### src/rtl/sram_like_arbiter.sv
`default_nettype none
// ============================================================================
// Module   : sram_like_arbiter
// Brief    : N-channel sram-like request arbiter with in-order response routing
// Revision : 1.0 - initial release
// ============================================================================
module sram_like_arbiter #(
    parameter int NUM_CH          = 2,
    parameter int ADDR_W          = 32,
    parameter int DATA_W          = 32,
    parameter int MAX_OUTSTANDING = 4
) (
    input  logic                       clk,
    input  logic                       resetn,
    input  logic [NUM_CH-1:0]          ch_req,
    input  logic [NUM_CH-1:0]          ch_wr,
    input  logic [2*NUM_CH-1:0]        ch_size,
    input  logic [NUM_CH*DATA_W/8-1:0] ch_wstrb,
    input  logic [NUM_CH*ADDR_W-1:0]   ch_addr,
    input  logic [NUM_CH*DATA_W-1:0]   ch_wdata,
    input  logic [NUM_CH-1:0]          ch_cancel,
    output logic [NUM_CH-1:0]          ch_addr_ok,
    output logic [NUM_CH-1:0]          ch_data_ok,
    output logic [DATA_W-1:0]          ch_rdata,
    output logic                       mem_req,
    output logic                       mem_wr,
    output logic [1:0]                 mem_size,
    output logic [DATA_W/8-1:0]        mem_wstrb,
    output logic [ADDR_W-1:0]          mem_addr,
    output logic [DATA_W-1:0]          mem_wdata,
    input  logic                       mem_addr_ok,
    input  logic                       mem_data_ok,
    input  logic [DATA_W-1:0]          mem_rdata,
    output logic                       busy
);

    localparam int STRB_W = DATA_W / 8;
    localparam int ID_W   = (NUM_CH > 1) ? $clog2(NUM_CH) : 1;
    localparam int PTR_W  = (MAX_OUTSTANDING > 1) ? $clog2(MAX_OUTSTANDING) : 1;
    localparam int CNT_W  = $clog2(MAX_OUTSTANDING + 1);

    localparam logic [CNT_W-1:0] C_FULL     = CNT_W'(MAX_OUTSTANDING);
    localparam logic [PTR_W-1:0] C_LAST_PTR = PTR_W'(MAX_OUTSTANDING - 1);
    localparam logic [ID_W-1:0]  C_LAST_CH  = ID_W'(NUM_CH - 1);

    logic                       lock_q, lock_d;
    logic [ID_W-1:0]            lock_id_q, lock_id_d;
    logic                       cancel_lock_q, cancel_lock_d;
    logic [ID_W-1:0]            rr_ptr_q, rr_ptr_d;
    logic [CNT_W-1:0]           count_q, count_d;
    logic [PTR_W-1:0]           wr_ptr_q, wr_ptr_d;
    logic [PTR_W-1:0]           rd_ptr_q, rd_ptr_d;
    logic [ID_W-1:0]            fifo_id_q [MAX_OUTSTANDING];
    logic [ID_W-1:0]            fifo_id_d [MAX_OUTSTANDING];
    logic [MAX_OUTSTANDING-1:0] fifo_drop_q, fifo_drop_d;

    logic            w_rr_found;
    logic [ID_W-1:0] w_rr_id;
    logic [ID_W-1:0] w_grant_id;
    logic            w_can_grant;
    logic            w_accept;
    logic            w_push_drop;
    logic [ID_W-1:0] w_head_id;
    logic            w_head_drop;
    logic            w_pop;

    // Lowest requester at or above rr_ptr wins; otherwise wrap to lowest overall.
    always_comb begin
        w_rr_found = 1'b0;
        w_rr_id    = '0;
        for (int i = NUM_CH - 1; i >= 0; i--) begin
            if (ch_req[i]) begin
                w_rr_found = 1'b1;
                w_rr_id    = ID_W'(i);
            end
        end
        for (int i = NUM_CH - 1; i >= 0; i--) begin
            if (ch_req[i] && (ID_W'(i) >= rr_ptr_q)) begin
                w_rr_id = ID_W'(i);
            end
        end
    end

    assign w_grant_id  = lock_q ? lock_id_q : w_rr_id;
    assign w_can_grant = !lock_q && w_rr_found && (count_q < C_FULL);
    assign mem_req     = resetn & (lock_q | w_can_grant);
    assign w_accept    = mem_req & mem_addr_ok;
    assign w_push_drop = ch_cancel[w_grant_id] | (lock_q & cancel_lock_q);

    assign w_head_id   = fifo_id_q[rd_ptr_q];
    assign w_head_drop = fifo_drop_q[rd_ptr_q] | ch_cancel[w_head_id];
    assign w_pop       = mem_data_ok & (count_q != '0);

    assign ch_rdata = mem_rdata;
    assign busy     = (count_q != '0) | lock_q;

    always_comb begin
        mem_wr    = 1'b0;
        mem_size  = '0;
        mem_wstrb = '0;
        mem_addr  = '0;
        mem_wdata = '0;
        for (int i = 0; i < NUM_CH; i++) begin
            if (w_grant_id == ID_W'(i)) begin
                mem_wr    = ch_wr[i];
                mem_size  = ch_size[i*2 +: 2];
                mem_wstrb = ch_wstrb[i*STRB_W +: STRB_W];
                mem_addr  = ch_addr[i*ADDR_W +: ADDR_W];
                mem_wdata = ch_wdata[i*DATA_W +: DATA_W];
            end
        end
    end

    always_comb begin
        ch_addr_ok             = '0;
        ch_addr_ok[w_grant_id] = w_accept;
        ch_data_ok             = '0;
        ch_data_ok[w_head_id]  = w_pop & ~w_head_drop;
    end

    always_comb begin
        lock_d        = lock_q;
        lock_id_d     = lock_id_q;
        cancel_lock_d = cancel_lock_q;
        rr_ptr_d      = rr_ptr_q;
        count_d       = count_q;
        wr_ptr_d      = wr_ptr_q;
        rd_ptr_d      = rd_ptr_q;
        fifo_id_d     = fifo_id_q;
        fifo_drop_d   = fifo_drop_q;

        for (int k = 0; k < MAX_OUTSTANDING; k++) begin
            if (ch_cancel[fifo_id_q[k]]) begin
                fifo_drop_d[k] = 1'b1;
            end
        end

        if (w_accept) begin
            fifo_id_d[wr_ptr_q]   = w_grant_id;
            fifo_drop_d[wr_ptr_q] = w_push_drop;
            wr_ptr_d      = (wr_ptr_q == C_LAST_PTR) ? '0 : wr_ptr_q + PTR_W'(1);
            rr_ptr_d      = (w_grant_id == C_LAST_CH) ? '0 : w_grant_id + ID_W'(1);
            lock_d        = 1'b0;
            cancel_lock_d = 1'b0;
        end else if (mem_req) begin
            // Stalled grant: hold the channel so its payload cannot change under the memory.
            lock_d        = 1'b1;
            lock_id_d     = w_grant_id;
            cancel_lock_d = (lock_q & cancel_lock_q) | ch_cancel[w_grant_id];
        end

        if (w_pop) begin
            rd_ptr_d = (rd_ptr_q == C_LAST_PTR) ? '0 : rd_ptr_q + PTR_W'(1);
        end

        case ({w_accept, w_pop})
            2'b10:   count_d = count_q + CNT_W'(1);
            2'b01:   count_d = count_q - CNT_W'(1);
            default: count_d = count_q;
        endcase
    end

    always_ff @(posedge clk or negedge resetn) begin
        if (!resetn) begin
            lock_q        <= 1'b0;
            lock_id_q     <= '0;
            cancel_lock_q <= 1'b0;
            rr_ptr_q      <= '0;
            count_q       <= '0;
            wr_ptr_q      <= '0;
            rd_ptr_q      <= '0;
            fifo_drop_q   <= '0;
            for (int k = 0; k < MAX_OUTSTANDING; k++) begin
                fifo_id_q[k] <= '0;
            end
        end else begin
            lock_q        <= lock_d;
            lock_id_q     <= lock_id_d;
            cancel_lock_q <= cancel_lock_d;
            rr_ptr_q      <= rr_ptr_d;
            count_q       <= count_d;
            wr_ptr_q      <= wr_ptr_d;
            rd_ptr_q      <= rd_ptr_d;
            fifo_drop_q   <= fifo_drop_d;
            fifo_id_q     <= fifo_id_d;
        end
    end

`ifndef SYNTHESIS
    always @(posedge clk) begin
        if (resetn && mem_data_ok) begin
            assert (count_q != '0)
                else $warning("sram_like_arbiter: mem_data_ok with nothing outstanding");
        end
    end
`endif

endmodule
`default_nettype wire

### config.mk
export PLATFORM = sky130hd
export DESIGN_NAME = sram_like_arbiter
export DESIGN_NICKNAME = d
export VERILOG_FILES = /design/src/rtl/sram_like_arbiter.sv
export SDC_FILE = /design/constraint.sdc
export NUM_CORES = 1
export LEC_CHECK = 0
export ABC_AREA = 0
export CORE_AREA = 2 2 113 115
export CTS_CLUSTER_DIAMETER = 30
export DETAILED_ROUTE_END_ITERATION = 7
export DIE_AREA = 0 0 115 117
export PLACE_DENSITY_LB_ADDON = 0.12
export SYNTH_ARGS = -nofsm -noshare
export SYNTH_HDL_FRONTEND = slang
export SYNTH_SLANG_ARGS = --single-unit
### constraint.sdc
create_clock -name clk -period 2 [get_ports clk]
set_clock_uncertainty 0.05 [all_clocks]
set_input_delay 0.3 -clock clk [delete_from_list [all_inputs] [get_ports clk]]
set_output_delay 0.3 -clock clk [all_outputs]
set_load 0.02 [all_outputs]
### Word level (Yosys, flattened, before mapping)

Index checks and enable logic that the tools add are counted.

* bits in registers: 19
* logic and storage cells: 117

* $add $sub $neg: 5
* magnitude comparators: 17
* equal/unequal tests: 4
* muxes and demuxes: 51
* bitwise gates (word level): 15
* reduce and logical (&&, ||, !) cells: 13

Operators with widths (count)
* two-way mux 32 bit: 2
* two-way mux 1 bit: 35
* < comparator 1 x 2 -> 1 bit, second input constant: 6
* bitwise mux 4 bit: 2
* logical AND 1 bit: 8
* two-way mux 4 bit: 2
* == test 2 bit, second input constant: 3
* >= comparator 3 bit, second input constant: 2
* < comparator 2 x 3 -> 1 bit, second input constant: 2
* two-way mux 2 bit: 3
* inverter 2 -> 3 bit: 2
* one-hot mux 3 bit (2 select lines): 1
* bitwise AND 1 bit: 5
* adder 2 x 1 -> 2 bit, second input constant: 2
* bitwise AND 2 bit: 2
* binary-select mux 1 bit (select 2 bit): 2
* demux 1 bit (select 2 bit): 2
* OR 1 bit: 4
* nonzero test 2 bit: 2
* adder 3 x 1 -> 3 bit, second input constant: 1
* < comparator 3 x 1 -> 1 bit, second input constant: 1
* < comparator 3 bit, second input constant: 1
* nonzero test 3 bit: 1
* subtractor 3 x 1 -> 3 bit, second input constant: 1
* other kinds (9): 13

### Depth between registers and ports, before layout

* word-level depth: 10
* gate-level depth with buffers: 9
* mapped depth without buffers: 9

### Worst setup path before layout

No wires, ideal clock.

* path type: register -> output
* start: register rd_ptr_q[0]
* end: output port ch_data_ok[1]
* data arrival time: 1.694 ns
* required time: 1.650 ns
* slack: -0.044 ns
* cell stages (with the launch flop): 3
* path buffers: 0
* path through: dfrtp_1 -> mux4_2 -> nor4b_1

* cells in the longest elaborated chain, start to end: 10

RTL lines
* start, declared: RTL line 52 `logic [PTR_W-1:0] rd_ptr_q, rd_ptr_d;`
* start signal, assigned: RTL line 183 `rd_ptr_q <= rd_ptr_d;`
* branches (longest 9 deep; another with < comparator 1 x 2 -> 1 bit)
* bitwise AND 2 bit (no line) *
* end, declared: RTL line 23 `output logic [NUM_CH-1:0] ch_data_ok,`

Mark *: on every way between the ends. The select of a mux whose other input is x is not followed.

### Worst setup path in the final report

* start: register lock_q
* end: output port mem_size[0]

* cells in the longest elaborated chain, start to end: 2

RTL lines
* start, declared: RTL line 46 `logic lock_q, lock_d;`
* start signal, assigned: RTL line 177 `lock_q <= lock_d;`
* two-way mux 1 bit: RTL line 84 `assign w_grant_id = lock_q ? lock_id_q : w_rr_id;`
* two-way mux 2 bit: RTL line 104 `if (w_grant_id == ID_W'(i)) begin`
* end, declared: RTL line 27 `output logic [1:0] mem_size,`

No other way between the ends.

==> flow_metrics.py <==
metrics = {
    "status": {
        "status": "finished with violations",
        "failed_checks": "setup timing",
    },
    "global_route": {
        "grt.overflow.total": 0,
        "grt_pass1_vias": 2440,
        "grt_max_degree": 23,
        "grt_pass1_wl_um": 14900,
        "antenna_found_initial": 0,
        "grt_use_total": 0.150,
    },
    "finish": {
        "diodes": 0,
        "area_growth_pct": 131,
        "nets": 627,
        "final_area_um2": 5050,
        "final_layout_size_suffix_gt1_frac": 0.490,
        "fillers": 1226,
        "finalCoreUtilization": 0.410,
    },
    "timing": {
        "worstMarginPinSlew_ns": 0.361,
        "period_needed_ns": 2.21,
        "fin_crit_sh": 1.11,
        "slew_headroom": 0.759,
        "fin_ws_ns": -0.213,
        "fmax_mhz": 452,
        "finalHoldViolCount": 0,
        "rsz0062_at_grt": "true",
        "setup_viol": 71,
        "drv_slew": 0,
    },
    "place": {
        "post_dp_cell_area_um2": 4510,
        "portBuffers": 226,
        "dp.final_hpwl_um": 8630,
        "dp_slack_ns": -0.693,
        "gp_congestion": 0.745,
    },
    "die": {
        "boundaryPins": 291,
        "die_x_um": 115,
        "core_um2": 12300,
        "die_area_um2": 13500,
        "start_util": 0.177,
        "fp.dieH_um": 117,
        "rows": 41,
    },
    "route": {
        "drc": 0,
        "drt_first_pass_iters": 4,
        "antenna_left": 0,
        "vias": 2430,
        "drt-initial-drc-count": 27,
        "vias_per_cell": 4.14,
        "wire_per_inst_um": 19.5,
        "wirelength_um": 11400,
    },
    "yosys": {
        "synth.cell_area_um2": 2180,
        "ys_warn_count": 0,
        "synth_seq_area_share": 0.218,
        "synth_fp_nets": 393,
        "avgSynthCellArea_um2": 10.7,
        "syn_inst": 204,
        "yosys_register_bits": 19,
        "synthDistinctLibCells": 34,
    },
    "pwr": {
        "leakage_nw": 2.25,
        "power.total_w": 0.00473,
        "power_density_nw_per_um2": 936,
        "ir_drop_mv": 0.669,
    },
    "clock_network": {
        "ctsHoldBuffers": 0,
        "cts_max_level": 1,
        "clkSlewWorstSetupHoldPaths_ns": 0.06,
        "cts_inserted_buffers": 3,
        "cts_tree": "yes",
        "cts.sinks": 19,
        "cts_root_buf": "clkbuf_16",
        "clk_latency_ns": 0.25,
        "clk_path_buf_depth": 2,
    },
    "worst_setup_path": {
        "cp_slowest_cell": "dfrtp_1",
        "endpoint_kind": "output port",
        "worstPathArrival_ns": 1.86,
        "crit_chain": "nand2b_4 -> o21ai_4 -> buf_6 -> buf_6 -> buf_12 -> buf_6 -> mux2_4 -> buf_6",
        "crit_path_end": "mem_size[0]",
        "cp.depth": 8,
        "r2r_cells": 10,
        "r2r_end": "count_q[2]",
        "reg2reg_slack_ns": 0.02,
        "start_kind": "register",
        "cp_top_family": "buffers and inverters",
        "max_stage_delay_ns": 0.39,
        "regToRegStartpoint": "lock_q",
        "cp_data_required_time_ns": 1.65,
        "crit_buf_inv": 5,
        "path_common_cell": "buf_6",
        "worstSetupPathType": "register to output port",
        "crit_fanout": 5,
        "startpoint": "lock_q",
    },
    "run": {
        "drv_cap": 0,
    },
    "hold_path": {
        "min_path_type": "input port to async pin",
    },
}
## final cells by class
cell class | instances | area [um2] | share of cell area
Clock buffer | 3 | 75.1 | 0.0149
Sequential cell | 19 | 475 | 0.0941
Tap cell | 150 | 188 | 0.0372
Inverter | 9 | 33.8 | 0.00669
Timing Repair Buffer | 269 | 2700 | 0.534
Clock inverter | 1 | 7.51 | 0.00149
Multi-Input combinational cell | 136 | 1570 | 0.311
## sequential cells by signal, indices dropped and copies added, names as in the netlist
signal	flops
cancel_lock_q	1
count_q	3
fifo_drop_q	4
fifo_id_q	4
lock_id_q	1
lock_q	1
rd_ptr_q	2
rr_ptr_q	1
wr_ptr_q	2
## cell families (layout without fill, tap and decap cells)
kind of cell	count (synthesis)	after routing	share of synthesized area
multiplexers	87	87	0.457
buffers and inverters	49	282	0.156
AND/OR/NAND/NOR	22	22	0.0539
flip-flops	19	19	0.218
AO/OA/AOI/OAI	17	17	0.0590
adder cells (fa/ha/maj)	7	7	0.0436
XOR/XNOR	3	3	0.0120
## worst reg2reg max path, stage by stage (launching register included)
cell and delay [ns]:
dfrtp_1 0.39, buf_6 0.13, buf_6 0.12, o211a_1 0.22, inv_2 0.09, ha_4 0.14
inv_2 0.03, fa_2 0.32, xor2_1 0.14, nor2_1 0.11, xor2_1 0.15
## routing by layer
metal,vias up,routed length (um),global-route usage
li1,1169,-,-
met1,1130,4470,0.181
met2,127,5520,0.257
met3,4,1420,0.0700
met4,0,26,0.00884
met5,-,0,0
## cell usage in the layout, fill, tap and decap left out, drive strengths merged, types with 2 or more instances in the layout
cell type / n
clkbuf: 5
dlygate4sd2: 3
mux2i: 6
nand2b: 2
a211oi: 4
o21ai: 4
a21oi: 2
buf: 116
mux4: 2
a21o: 2
nand2: 6
dfrtp: 19
mux2: 79
ha: 6
clkdlybuf4s50: 147
nor2: 3
inv: 9
xor2: 2
nor2b: 5
## report_power, final
group	internal, W	total [W]	switching (W)
Combinational	0.00210	0.00360	0.00150
Clock	0.000270	0.000430	0.000160
Sequential	0.000544	0.000700	0.000156
Total	0.00291	0.00473	0.00182
## worst min path at each step
| stage | start | to | slack, ns | cells past startpoint |
|---|---|---|---|---|
| final | resetn | cancel_lock_q | 0.36 | 2 |
| after global routing | resetn | cancel_lock_q | 0.39 | 2 |
| after CTS | resetn | cancel_lock_q | 0.37 | 2 |
| after detailed placement | rr_ptr_q | rr_ptr_q | 0.43 | 1 |
| after global placement | rr_ptr_q | rr_ptr_q | 0.41 | 1 |
| after floorplan | resetn | cancel_lock_q | -0.05 | 0 |
## repair_timing
item | CTS | global route
gates cloned | 7 | 2
buffers inserted | 15 | 1
endpoints found under the setup margin | 79 | 82
pin swaps | 5 | 3
gates resized for setup | 414 | 32
## through the flow
step	setup TNS, ns	hold WS, ns	std cells
final	-8.96	0.362	587
after global routing	-13.98	0.386	587
after CTS	-14.46	0.368	587
after detailed placement	-46.05	0.427	561
after global placement	-46.36	0.412	561
after floorplan	-0.00166	-0.0456	204
## cell usage after synthesis
| master | n | area share |
|---|---|---|
| nand2_1 | 6 | 0.010 |
| o31ai_1 | 1 | 0.0034 |
| buf_4 | 38 | 0.13 |
| mux2i_1 | 6 | 0.028 |
| nand2b_1 | 2 | 0.0057 |
| dfrtp_1 | 19 | 0.22 |
| a211oi_1 | 4 | 0.014 |
| a21o_1 | 2 | 0.0069 |
| xor2_1 | 2 | 0.0080 |
| xnor2_1 | 1 | 0.0040 |
| o21ai_0 | 3 | 0.0069 |
| mux4_2 | 2 | 0.021 |
| nor2_1 | 3 | 0.0052 |
| or4_1 | 1 | 0.0034 |
| inv_1 | 8 | 0.014 |
| fa_1 | 1 | 0.0092 |
| ha_1 | 6 | 0.034 |
| or3_1 | 1 | 0.0029 |
| and2_1 | 1 | 0.0029 |
| nor2b_1 | 5 | 0.014 |
| o21ai_4 | 1 | 0.0075 |
| mux2_1 | 3 | 0.015 |
| mux2_2 | 75 | 0.39 |
| o21ba_2 | 1 | 0.0046 |
| mux2_4 | 1 | 0.0069 |
| a22o_1 | 1 | 0.0040 |
| inv_2 | 1 | 0.0017 |
| nor4_1 | 1 | 0.0029 |
| buf_6 | 2 | 0.010 |
| o22ai_1 | 1 | 0.0029 |
| o211a_1 | 1 | 0.0046 |
| nor3_1 | 1 | 0.0023 |
| a21oi_1 | 2 | 0.0046 |
| nor4b_1 | 1 | 0.0040 |
No activity file was read; power rests on OpenSTA's default activity.
